`src/rtl/axil_axis_pkg.sv`:
```
// Shared constants and types for the AXI-Lite / AXI-Stream gain responder.
package axil_axis_pkg;

  localparam logic [11:0] ADDR_AP_CTRL  = 12'h000;
  localparam logic [11:0] ADDR_DATA_LEN = 12'h010;
  localparam logic [11:0] ADDR_GAIN     = 12'h020;

  localparam int AP_START_BIT  = 0;
  localparam int AP_DONE_BIT   = 1;
  localparam int AP_IDLE_BIT   = 2;
  localparam int TLAST_ERR_BIT = 3;

  typedef enum logic [1:0] {
    IDLE  = 2'd0,
    RUN   = 2'd1,
    DRAIN = 2'd2
  } state_e;

endpackage

```
`src/rtl/axil_axis_responder_if.sv`:
```
// Bus bundle for the responder: AXI-Lite AW/W/AR/R plus the ss_* sink and sm_* source streams.
interface axil_axis_responder_if #(
  parameter int pADDR_WIDTH = 12,
  parameter int pDATA_WIDTH = 32
);
  logic                   awvalid;
  logic                   awready;
  logic [pADDR_WIDTH-1:0] awaddr;
  logic                   wvalid;
  logic                   wready;
  logic [pDATA_WIDTH-1:0] wdata;
  logic                   arvalid;
  logic                   arready;
  logic [pADDR_WIDTH-1:0] araddr;
  logic                   rvalid;
  logic                   rready;
  logic [pDATA_WIDTH-1:0] rdata;
  logic                   ss_tvalid;
  logic [pDATA_WIDTH-1:0] ss_tdata;
  logic                   ss_tlast;
  logic                   ss_tready;
  logic                   sm_tvalid;
  logic [pDATA_WIDTH-1:0] sm_tdata;
  logic                   sm_tlast;
  logic                   sm_tready;

  modport master (
    output awvalid, awaddr, wvalid, wdata, arvalid, araddr, rready,
           ss_tvalid, ss_tdata, ss_tlast, sm_tready,
    input  awready, wready, arready, rvalid, rdata, ss_tready,
           sm_tvalid, sm_tdata, sm_tlast
  );

  modport slave (
    input  awvalid, awaddr, wvalid, wdata, arvalid, araddr, rready,
           ss_tvalid, ss_tdata, ss_tlast, sm_tready,
    output awready, wready, arready, rvalid, rdata, ss_tready,
           sm_tvalid, sm_tdata, sm_tlast
  );
endinterface

```
`src/rtl/axis_sync_fifo.sv`:
```
// Small synchronous FIFO; a pop in the same cycle frees a slot for a push into a full FIFO.
module axis_sync_fifo #(
  parameter int WIDTH = 32,
  parameter int DEPTH = 4
) (
  input  logic             wbs_clk_i,
  input  logic             wbs_rst_i,
  input  logic             push,
  input  logic [WIDTH-1:0] push_data,
  input  logic             pop,
  output logic [WIDTH-1:0] pop_data,
  output logic             full,
  output logic             empty
);
  localparam int AW = $clog2(DEPTH);

  logic [AW:0]      wr_ptr_r;
  logic [AW:0]      rd_ptr_r;
  logic [WIDTH-1:0] mem_r [DEPTH];
  logic             push_ok_s;
  logic             pop_ok_s;

  // Extra pointer MSB distinguishes full from empty
  assign empty     = (wr_ptr_r == rd_ptr_r);
  assign full      = (wr_ptr_r[AW-1:0] == rd_ptr_r[AW-1:0]) && (wr_ptr_r[AW] != rd_ptr_r[AW]);
  assign pop_ok_s  = pop & ~empty;
  assign push_ok_s = push & (~full | pop_ok_s);
  assign pop_data  = empty ? '0 : mem_r[rd_ptr_r[AW-1:0]];

  // Storage and pointers; reset flushes every entry
  always_ff @(posedge wbs_clk_i or negedge wbs_rst_i) begin
    if (!wbs_rst_i) begin
      wr_ptr_r <= '0;
      rd_ptr_r <= '0;
      for (int i = 0; i < DEPTH; i++) begin
        mem_r[i] <= '0;
      end
    end else begin
      if (push_ok_s) begin
        mem_r[wr_ptr_r[AW-1:0]] <= push_data;
        wr_ptr_r                <= wr_ptr_r + (AW+1)'(1'b1);
      end
      if (pop_ok_s) begin
        rd_ptr_r <= rd_ptr_r + (AW+1)'(1'b1);
      end
    end
  end

endmodule

```
`src/rtl/axil_axis_responder.sv`:
```
// Gain responder: AXI-Lite control registers plus an AXI-Stream multiply-and-return path.
// Each block of data_length samples ends with sm_tlast and ap_done.
module axil_axis_responder
  import axil_axis_pkg::*;
#(
  parameter int pADDR_WIDTH = 12,
  parameter int pDATA_WIDTH = 32,
  parameter int FIFO_DEPTH  = 4
) (
  input logic                  wbs_clk_i,
  input logic                  wbs_rst_i,
  axil_axis_responder_if.slave bus
);
  localparam logic [pADDR_WIDTH-1:0] WORD_MASK = ~pADDR_WIDTH'(2'b11);
  localparam logic [pDATA_WIDTH-1:0] ONE       = pDATA_WIDTH'(1'b1);

  function automatic logic addr_hit(input logic [pADDR_WIDTH-1:0] addr, input logic [11:0] base);
    return (addr & WORD_MASK) == (pADDR_WIDTH'(base) & WORD_MASK);
  endfunction

  state_e                 state_r, state_s;
  logic                   aw_full_r, w_full_r, rvalid_r;
  logic [pADDR_WIDTH-1:0] aw_addr_r;
  logic [pDATA_WIDTH-1:0] w_data_r, rdata_r, rd_val_s, ctrl_s;
  logic                   ap_start_r, ap_done_r, tlast_err_r;
  logic [pDATA_WIDTH-1:0] data_len_r, gain_r, in_cnt_r, out_cnt_r, last_idx_s, product_s;
  logic                   aw_hs_s, w_hs_s, ar_hs_s, wr_commit_s, idle_s, start_s;
  logic                   wr_len_s, wr_gain_s, rd_ctrl_s;
  logic                   fifo_full_s, fifo_empty_s, pop_s, ss_ready_s, ss_hs_s;
  logic                   in_last_s, out_last_s, done_set_s;
  logic [pDATA_WIDTH-1:0] fifo_head_s;

  assign aw_hs_s     = bus.awvalid & ~aw_full_r;
  assign w_hs_s      = bus.wvalid & ~w_full_r;
  assign ar_hs_s     = bus.arvalid & ~rvalid_r;
  assign wr_commit_s = aw_full_r & w_full_r;
  assign idle_s      = (state_r == IDLE);
  assign start_s     = wr_commit_s & addr_hit(aw_addr_r, ADDR_AP_CTRL) & w_data_r[AP_START_BIT] & idle_s;
  assign wr_len_s    = wr_commit_s & addr_hit(aw_addr_r, ADDR_DATA_LEN);
  assign wr_gain_s   = wr_commit_s & addr_hit(aw_addr_r, ADDR_GAIN);
  assign rd_ctrl_s   = ar_hs_s & addr_hit(bus.araddr, ADDR_AP_CTRL);

  assign last_idx_s  = data_len_r - ONE;
  assign in_last_s   = (in_cnt_r == last_idx_s);
  assign out_last_s  = (out_cnt_r == last_idx_s);
  assign product_s   = gain_r * bus.ss_tdata;
  assign pop_s       = ~fifo_empty_s & bus.sm_tready;
  assign ss_ready_s  = (state_r == RUN) & (in_cnt_r != data_len_r) & (~fifo_full_s | pop_s);
  assign ss_hs_s     = bus.ss_tvalid & ss_ready_s;
  assign done_set_s  = ((state_r == RUN) & (data_len_r == '0)) |
                       ((state_r == DRAIN) & pop_s & out_last_s);

  assign bus.awready   = ~aw_full_r;
  assign bus.wready    = ~w_full_r;
  assign bus.arready   = ~rvalid_r;
  assign bus.rvalid    = rvalid_r;
  assign bus.rdata     = rdata_r;
  assign bus.ss_tready = ss_ready_s;
  assign bus.sm_tvalid = ~fifo_empty_s;
  assign bus.sm_tdata  = fifo_head_s;
  assign bus.sm_tlast  = ~fifo_empty_s & out_last_s;

  axis_sync_fifo #(.WIDTH(pDATA_WIDTH), .DEPTH(FIFO_DEPTH)) u_fifo (
    .wbs_clk_i (wbs_clk_i),
    .wbs_rst_i (wbs_rst_i),
    .push      (ss_hs_s),
    .push_data (product_s),
    .pop       (pop_s),
    .pop_data  (fifo_head_s),
    .full      (fifo_full_s),
    .empty     (fifo_empty_s)
  );

  // Register read mux, sampled at the AR handshake so it sees pre-commit values
  always_comb begin
    ctrl_s                = '0;
    ctrl_s[AP_START_BIT]  = ap_start_r;
    ctrl_s[AP_DONE_BIT]   = ap_done_r;
    ctrl_s[AP_IDLE_BIT]   = idle_s;
    ctrl_s[TLAST_ERR_BIT] = tlast_err_r;
    if (addr_hit(bus.araddr, ADDR_AP_CTRL)) begin
      rd_val_s = ctrl_s;
    end else if (addr_hit(bus.araddr, ADDR_DATA_LEN)) begin
      rd_val_s = data_len_r;
    end else if (addr_hit(bus.araddr, ADDR_GAIN)) begin
      rd_val_s = gain_r;
    end else begin
      rd_val_s = '0;
    end
  end

  // Block sequencing next-state
  always_comb begin
    state_s = state_r;
    case (state_r)
      IDLE: begin
        if (start_s) state_s = RUN;
        else         state_s = IDLE;
      end
      RUN: begin
        if (data_len_r == '0)         state_s = IDLE;
        else if (ss_hs_s & in_last_s) state_s = DRAIN;
        else                          state_s = RUN;
      end
      DRAIN: begin
        if (pop_s & out_last_s) state_s = IDLE;
        else                    state_s = DRAIN;
      end
      default: state_s = IDLE;
    endcase
  end

  // State register
  always_ff @(posedge wbs_clk_i or negedge wbs_rst_i) begin
    if (!wbs_rst_i) state_r <= IDLE;
    else            state_r <= state_s;
  end

  // AW/W holding slots; both drain together on the commit cycle
  always_ff @(posedge wbs_clk_i or negedge wbs_rst_i) begin
    if (!wbs_rst_i) begin
      aw_full_r <= 1'b0;
      aw_addr_r <= '0;
      w_full_r  <= 1'b0;
      w_data_r  <= '0;
    end else if (wr_commit_s) begin
      aw_full_r <= 1'b0;
      w_full_r  <= 1'b0;
    end else begin
      if (aw_hs_s) begin
        aw_full_r <= 1'b1;
        aw_addr_r <= bus.awaddr;
      end
      if (w_hs_s) begin
        w_full_r <= 1'b1;
        w_data_r <= bus.wdata;
      end
    end
  end

  // Read response channel
  always_ff @(posedge wbs_clk_i or negedge wbs_rst_i) begin
    if (!wbs_rst_i) begin
      rvalid_r <= 1'b0;
      rdata_r  <= '0;
    end else if (ar_hs_s) begin
      rvalid_r <= 1'b1;
      rdata_r  <= rd_val_s;
    end else if (bus.rready) begin
      rvalid_r <= 1'b0;
    end
  end

  // Control/status registers and block counters; a done-set outranks clear-on-read
  always_ff @(posedge wbs_clk_i or negedge wbs_rst_i) begin
    if (!wbs_rst_i) begin
      ap_start_r  <= 1'b0;
      ap_done_r   <= 1'b0;
      tlast_err_r <= 1'b0;
      data_len_r  <= '0;
      gain_r      <= '0;
      in_cnt_r    <= '0;
      out_cnt_r   <= '0;
    end else begin
      if (start_s)                    ap_start_r <= 1'b1;
      else if (ss_hs_s | done_set_s)  ap_start_r <= 1'b0;
      if (done_set_s)                 ap_done_r <= 1'b1;
      else if (start_s | rd_ctrl_s)   ap_done_r <= 1'b0;
      if (start_s)                                      tlast_err_r <= 1'b0;
      else if (ss_hs_s && (bus.ss_tlast != in_last_s))  tlast_err_r <= 1'b1;
      if (wr_len_s & idle_s)  data_len_r <= w_data_r;
      if (wr_gain_s & idle_s) gain_r     <= w_data_r;
      if (start_s)      in_cnt_r <= '0;
      else if (ss_hs_s) in_cnt_r <= in_cnt_r + ONE;
      if (start_s)      out_cnt_r <= '0;
      else if (pop_s)   out_cnt_r <= out_cnt_r + ONE;
    end
  end

endmodule

```
`src/flat_wrapper.sv`:
```
// flat-port wrapper written by rule: the top's interface ports become plain ports
module axil_axis_responder_flat import axil_axis_pkg::*;
#(
  parameter int pADDR_WIDTH = 12,
  parameter int pDATA_WIDTH = 32,
  parameter int FIFO_DEPTH  = 4
)
  (wbs_clk_i, wbs_rst_i, bus_awvalid, bus_awaddr, bus_wvalid, bus_wdata, bus_arvalid, bus_araddr, bus_rready, bus_ss_tvalid, bus_ss_tdata, bus_ss_tlast, bus_sm_tready, bus_awready, bus_wready, bus_arready, bus_rvalid, bus_rdata, bus_ss_tready, bus_sm_tvalid, bus_sm_tdata, bus_sm_tlast);
  axil_axis_responder_if #(.pADDR_WIDTH(pADDR_WIDTH), .pDATA_WIDTH(pDATA_WIDTH)) bus_i ();
  input logic wbs_clk_i;
  input logic wbs_rst_i;
  input wire logic [$bits(bus_i.awvalid)-1:0] bus_awvalid;
  input wire logic [$bits(bus_i.awaddr)-1:0] bus_awaddr;
  input wire logic [$bits(bus_i.wvalid)-1:0] bus_wvalid;
  input wire logic [$bits(bus_i.wdata)-1:0] bus_wdata;
  input wire logic [$bits(bus_i.arvalid)-1:0] bus_arvalid;
  input wire logic [$bits(bus_i.araddr)-1:0] bus_araddr;
  input wire logic [$bits(bus_i.rready)-1:0] bus_rready;
  input wire logic [$bits(bus_i.ss_tvalid)-1:0] bus_ss_tvalid;
  input wire logic [$bits(bus_i.ss_tdata)-1:0] bus_ss_tdata;
  input wire logic [$bits(bus_i.ss_tlast)-1:0] bus_ss_tlast;
  input wire logic [$bits(bus_i.sm_tready)-1:0] bus_sm_tready;
  output wire logic [$bits(bus_i.awready)-1:0] bus_awready;
  output wire logic [$bits(bus_i.wready)-1:0] bus_wready;
  output wire logic [$bits(bus_i.arready)-1:0] bus_arready;
  output wire logic [$bits(bus_i.rvalid)-1:0] bus_rvalid;
  output wire logic [$bits(bus_i.rdata)-1:0] bus_rdata;
  output wire logic [$bits(bus_i.ss_tready)-1:0] bus_ss_tready;
  output wire logic [$bits(bus_i.sm_tvalid)-1:0] bus_sm_tvalid;
  output wire logic [$bits(bus_i.sm_tdata)-1:0] bus_sm_tdata;
  output wire logic [$bits(bus_i.sm_tlast)-1:0] bus_sm_tlast;
  assign bus_i.awvalid = bus_awvalid;
  assign bus_i.awaddr = bus_awaddr;
  assign bus_i.wvalid = bus_wvalid;
  assign bus_i.wdata = bus_wdata;
  assign bus_i.arvalid = bus_arvalid;
  assign bus_i.araddr = bus_araddr;
  assign bus_i.rready = bus_rready;
  assign bus_i.ss_tvalid = bus_ss_tvalid;
  assign bus_i.ss_tdata = bus_ss_tdata;
  assign bus_i.ss_tlast = bus_ss_tlast;
  assign bus_i.sm_tready = bus_sm_tready;
  assign bus_awready = bus_i.awready;
  assign bus_wready = bus_i.wready;
  assign bus_arready = bus_i.arready;
  assign bus_rvalid = bus_i.rvalid;
  assign bus_rdata = bus_i.rdata;
  assign bus_ss_tready = bus_i.ss_tready;
  assign bus_sm_tvalid = bus_i.sm_tvalid;
  assign bus_sm_tdata = bus_i.sm_tdata;
  assign bus_sm_tlast = bus_i.sm_tlast;
  axil_axis_responder #(.pADDR_WIDTH(pADDR_WIDTH), .pDATA_WIDTH(pDATA_WIDTH), .FIFO_DEPTH(FIFO_DEPTH)) u_core (.wbs_clk_i(wbs_clk_i), .wbs_rst_i(wbs_rst_i), .bus(bus_i));
endmodule
```
`config.mk`:
```
export PLATFORM = sky130hd
export DESIGN_NAME = axil_axis_responder_flat
export DESIGN_NICKNAME = d
export VERILOG_FILES = /design/src/rtl/axil_axis_pkg.sv /design/src/rtl/axil_axis_responder_if.sv /design/src/rtl/axis_sync_fifo.sv /design/src/rtl/axil_axis_responder.sv /design/src/flat_wrapper.sv
export SDC_FILE = /design/constraint.sdc
export NUM_CORES = 2
export LEC_CHECK = 0
export ABC_AREA = 1
export CORE_MARGIN = 5
export CORE_UTILIZATION = 40
export CTS_BUF_LIST = sky130_fd_sc_hd__clkbuf_4 sky130_fd_sc_hd__clkbuf_8 sky130_fd_sc_hd__clkbuf_16
export DETAILED_ROUTE_END_ITERATION = 8
export MAX_ROUTING_LAYER = met4
export PLACE_DENSITY = 0.57
export REMOVE_ABC_BUFFERS = 1
export SYNTH_ARGS = -nofsm -noshare
export SYNTH_HDL_FRONTEND = slang
export SYNTH_SLANG_ARGS = --single-unit
```
`constraint.sdc`:
```
create_clock -name wbs_clk_i -period 14.3 [get_ports wbs_clk_i]
set_clock_uncertainty 0.1 [all_clocks]
set_input_delay 2.145 -clock wbs_clk_i [delete_from_list [all_inputs] [get_ports wbs_clk_i]]
set_output_delay 2.145 -clock wbs_clk_i [all_outputs]
set_load 0.05 [all_outputs]
```
==> summary.json <==
{
  "run_status": "completed",
  "finalNetCount": 5337,
  "core_region_area_um2": 88000,
  "postCtsSetupBuffers": 0,
  "grt_first_pass_wirelength_mm": 169,
  "route.detailed.wl_per_inst_um": 18.1,
  "global_route_congestion_overflow_total": 0,
  "fin_crit_ns": 9.28,
  "startpoint_of_the_tightest_hold_check_path": "u_core.u_fifo.mem_r[100]$_DFFE_PN0P_",
  "cts_hold_repair.buffers": 0,
  "gr-usage-all-layers_pct": 23.4,
  "bufs_on_longest_clock_path": 3,
  "critPathCaptureType": "flip-flop",
  "syn_avg_cell_area_um2": 7.56,
  "grt_max_degree": 91,
  "cts.clk_slew.worst_paths_ns": 0.06,
  "synth_top_family_by_area": "adder cells",
  "globalRouteMet3Util_pct": 3.14,
  "vias": 28900,
  "placement_rows": 109,
  "grtUsageMet2_pct": 36.8,
  "area.growth.synth_to_final_pct": 11.1,
  "share_of_synthesized_area_spent_on_multiplexers_pct": 0.191,
  "post_synth_and_or_nand_nor_area_fraction_pct": 22.5,
  "gr-usage-met1_pct": 32.2,
  "detailedPlace.worstSlack_ns": 4.44,
  "synth_cells": 4672,
  "setup_viol_count_final": 0,
  "die_height_um": 307,
  "power.density_cell_area_nw_per_um2": 94.0,
  "ioPinCount": 168,
  "drv_slew": 0,
  "finalWorstSetupSlack_ns": 5.02,
  "synth_seq_area_share_pct": 24.4,
  "setup.reg_to_reg.worst_slack_ns": 6.81,
  "synth_fa_ha_area_share_pct": 27.8,
  "fin_worst_hold_slack_ns": 0.365,
  "clock.fmax_mhz": 108,
  "globalplace.congestion": 0.946,
  "mappedNetlistArea_um2": 35300,
  "hold_path.class": "reg -> reg",
  "max_slew_margin_pct": 17.9,
  "setup_repair_after_global_routing_missed_its_margin": "false",
  "dr.first_iter.drc_count": 2226,
  "post-dp-hpwl_mm": 79.0,
  "timing.final.hold_violations": 0,
  "timing.hold.worst_path_depth": 2,
  "synth_warnings": 0,
  "yosys-top-cells-area": "sky130_fd_sc_hd__dfrtp_1 (24%), sky130_fd_sc_hd__fa_1 (23%), sky130_fd_sc_hd__nand2_1 (14%), sky130_fd_sc_hd__inv_1 (11%), sky130_fd_sc_hd__ha_1 (4.7%)",
  "clock-root-buffer": "sky130_fd_sc_hd__clkbuf_16",
  "post_synthesis_compound_gate_area_fraction_pct": 7.17,
  "synth-main-ff-cell": "sky130_fd_sc_hd__dfrtp_1",
  "cellLeakagePower_nw": 22.1,
  "numCtsBuffers": 39,
  "post-route-period-util_pct": 64.9,
  "totalWireLength_mm": 107,
  "max-cap-violations": 0,
  "crit_type": "in -> reg",
  "max-vdd-ir-drop_mv": 0.155,
  "place.port_buffers": 163,
  "detail_route.drc_violations": 0,
  "cts_tree": "done",
  "fin_tns_setup_ns": 0,
  "synthXorXnorAreaFrac_pct": 4.57,
  "grt_pass1_vias": 29400,
  "cts_sinks": 344,
  "synth_top_area_cell": "sky130_fd_sc_hd__dfrtp_1",
  "antenna_found_initial": 1,
  "htree_levels": 2,
  "synth_top_area_share_pct": 24.4,
  "drt.antenna.violating_nets": 0,
  "cp_max_fo": 22,
  "fp.dieArea_um2": 94400,
  "synth.lib_cells_used.distinct": 61,
  "vias_per_cell": 4.91,
  "worst-slew-pin-transition_ns": 1.23,
  "drive_gt1_share_pct": 4.70,
  "crit-reg2reg-capture": "u_core.u_fifo.mem_r[91]$_DFFE_PN0P_",
  "r2r.worst_path.cells": 23,
  "synth-edff-count": 0,
  "timing.hold.worst_endpoint": "u_core.u_fifo.mem_r[100]$_DFFE_PN0P_",
  "async_flop_share_pct": 100,
  "start_util_pct": 40.2,
  "clock_latency_ns": 0.57,
  "die_width_um": 307,
  "global_route.peak_usage_layer": "met2",
  "critical_path.reg2reg.startpoint": "u_core.gain_r[16]$_DFFE_PN0P_",
  "cts_repair_resize_count": 0,
  "cp-start-kind": "primary input",
  "worst-endpoint-required_ns": 14.68,
  "critPathArrivalTime_ns": 9.66,
  "detailedRoute.firstPassIterationCount": 5,
  "synth.ff_latch_count": 344
}
[sequential cells by signal (all words and copies together) (netlist names)]
signal                  cells
u_core.u_fifo.rd_ptr_r      3
u_core.gain_r              32
u_core.ap_done_r            1
u_core.tlast_err_r          1
u_core.w_full_r             1
u_core.data_len_r          32
u_core.state_r              2
u_core.bus.rvalid           1
u_core.u_fifo.mem_r       128
u_core.w_data_r            32
u_core.aw_addr_r           10
u_core.aw_full_r            1
u_core.in_cnt_r            32
u_core.bus.rdata           32
u_core.ap_start_r           1
u_core.u_fifo.wr_ptr_r      3
u_core.out_cnt_r           32
[cell usage after synthesis (17+ instances only)]
cell type	instances
sky130_fd_sc_hd__nor2_1	199
sky130_fd_sc_hd__ha_1	132
sky130_fd_sc_hd__nand3_1	134
sky130_fd_sc_hd__nor3_1	49
sky130_fd_sc_hd__o21ai_0	274
sky130_fd_sc_hd__buf_1	21
sky130_fd_sc_hd__nand4_1	40
sky130_fd_sc_hd__clkbuf_1	154
sky130_fd_sc_hd__buf_2	29
sky130_fd_sc_hd__nor2_2	17
sky130_fd_sc_hd__xnor2_1	75
sky130_fd_sc_hd__a21oi_1	151
sky130_fd_sc_hd__o21ai_1	23
sky130_fd_sc_hd__nand2_1	1348
sky130_fd_sc_hd__dfrtp_1	344
sky130_fd_sc_hd__nor4_1	24
sky130_fd_sc_hd__inv_1	990
sky130_fd_sc_hd__fa_1	408
sky130_fd_sc_hd__xor2_1	102
[layer usage]
layer  part of all wire, %  wire length, um  up-vias
li1                      -                -    14000
met1                    45            48300    14000
met2                    45            48400      804
met3                   5.8             6220      165
met4                   3.3             3560        0
met5                     0                0        -
[cell usage in the layout (no fill, tap or decap), drive strengths merged, types with 2 or more instances in the layout]
cell	Yosys	layout
mux2	6	6
clkdlybuf4s50	0	162
xor2	102	102
a21o	4	4
o31ai	3	3
o21ai	298	298
o21bai	4	4
or2	5	5
fa	408	408
xnor2	79	79
nand3b	11	11
nand2b	3	3
nand2	1364	1364
a311oi	2	2
nor3	52	52
clkbuf	156	54
clkinv	1	9
a211oi	3	3
bufinv	0	6
o211ai	2	2
a31oi	4	4
buf	69	50
nand3	148	148
nor2	229	229
inv	1000	1001
a21oi	151	151
nor3b	3	3
and3	2	2
o21a	3	3
dfrtp	344	344
nand4	42	42
nor4	25	25
ha	132	132
o22ai	9	9
[how the worst max path moves through the flow]
stage / start / endpoint / slack, ns / cells after the start
2_1_floorplan: bus_ss_tdata[2] / u_core.u_fifo.mem_r[60]$_DFFE_PN0P_ / 6.30 / 25
3_3_place_gp: bus_ss_tdata[11] / u_core.u_fifo.mem_r[61]$_DFFE_PN0P_ / 4.47 / 22
3_5_place_dp: bus_ss_tdata[11] / u_core.u_fifo.mem_r[61]$_DFFE_PN0P_ / 4.44 / 22
4_1_cts: bus_ss_tdata[11] / u_core.u_fifo.mem_r[61]$_DFFE_PN0P_ / 5.01 / 22
5_1_grt: bus_ss_tdata[12] / u_core.u_fifo.mem_r[61]$_DFFE_PN0P_ / 4.62 / 22
6_report: bus_ss_tdata[11] / u_core.u_fifo.mem_r[61]$_DFFE_PN0P_ / 5.02 / 22
[logic make-up after synthesis]
| logic type | count (synthesis) |
|---|---|
| xor+xnor | 181 |
| fa+ha+maj | 540 |
| simple gates | 1888 |
| mux | 6 |
| buf+inv | 1226 |
| flops | 344 |
| compound gates | 487 |
[worst max-delay path: stages]
cell and delay [ns]:
sky130_fd_sc_hd__clkdlybuf4s50_1 1.26, sky130_fd_sc_hd__nand2_1 0.19, sky130_fd_sc_hd__fa_1 0.58, sky130_fd_sc_hd__inv_1 0.05
sky130_fd_sc_hd__fa_1 0.47, sky130_fd_sc_hd__fa_1 0.54, sky130_fd_sc_hd__inv_1 0.05, sky130_fd_sc_hd__fa_1 0.48
sky130_fd_sc_hd__fa_1 0.54, sky130_fd_sc_hd__inv_1 0.06, sky130_fd_sc_hd__fa_1 0.48, sky130_fd_sc_hd__fa_1 0.53
sky130_fd_sc_hd__fa_1 0.44, sky130_fd_sc_hd__ha_1 0.35, sky130_fd_sc_hd__a21oi_1 0.21, sky130_fd_sc_hd__o21ai_0 0.15
sky130_fd_sc_hd__a21oi_1 0.13, sky130_fd_sc_hd__o21ai_0 0.09, sky130_fd_sc_hd__a21oi_1 0.14, sky130_fd_sc_hd__xor2_1 0.52
sky130_fd_sc_hd__nand2_1 0.12, sky130_fd_sc_hd__o21ai_1 0.10
[stage by stage]
step           cells  utilization, %  cell area (um^2)  total power, mW
2_1_floorplan   4447               -             34300             2.05
3_3_place_gp    5824            43.0             37800             2.61
3_5_place_dp    5824            43.0             37800             2.62
4_1_cts         5893            44.6             39200             3.73
5_1_grt         5894            44.6             39200             3.92
6_report        5894            44.6             39200             3.69
[report_power, final]
group	total (mW)	internal, mW	switching (mW)
registers	1.11	1.05	0.0570
clock network	1.10	0.671	0.427
logic	1.48	0.449	1.03
total	3.69	2.17	1.51
[area by class of cell]
class                      instances  area [um^2]
fill                            9021        48700
inverter                        1001         3760
multi-input combinational       3102        22000
clock buffer                      54         1150
sequential                       344         8610
antenna                            1         2.50
clock inverter                    15          240
timing repair buffer             212         2000
tap                             1165         1460
No activity file was read; power rests on OpenSTA's default activity.
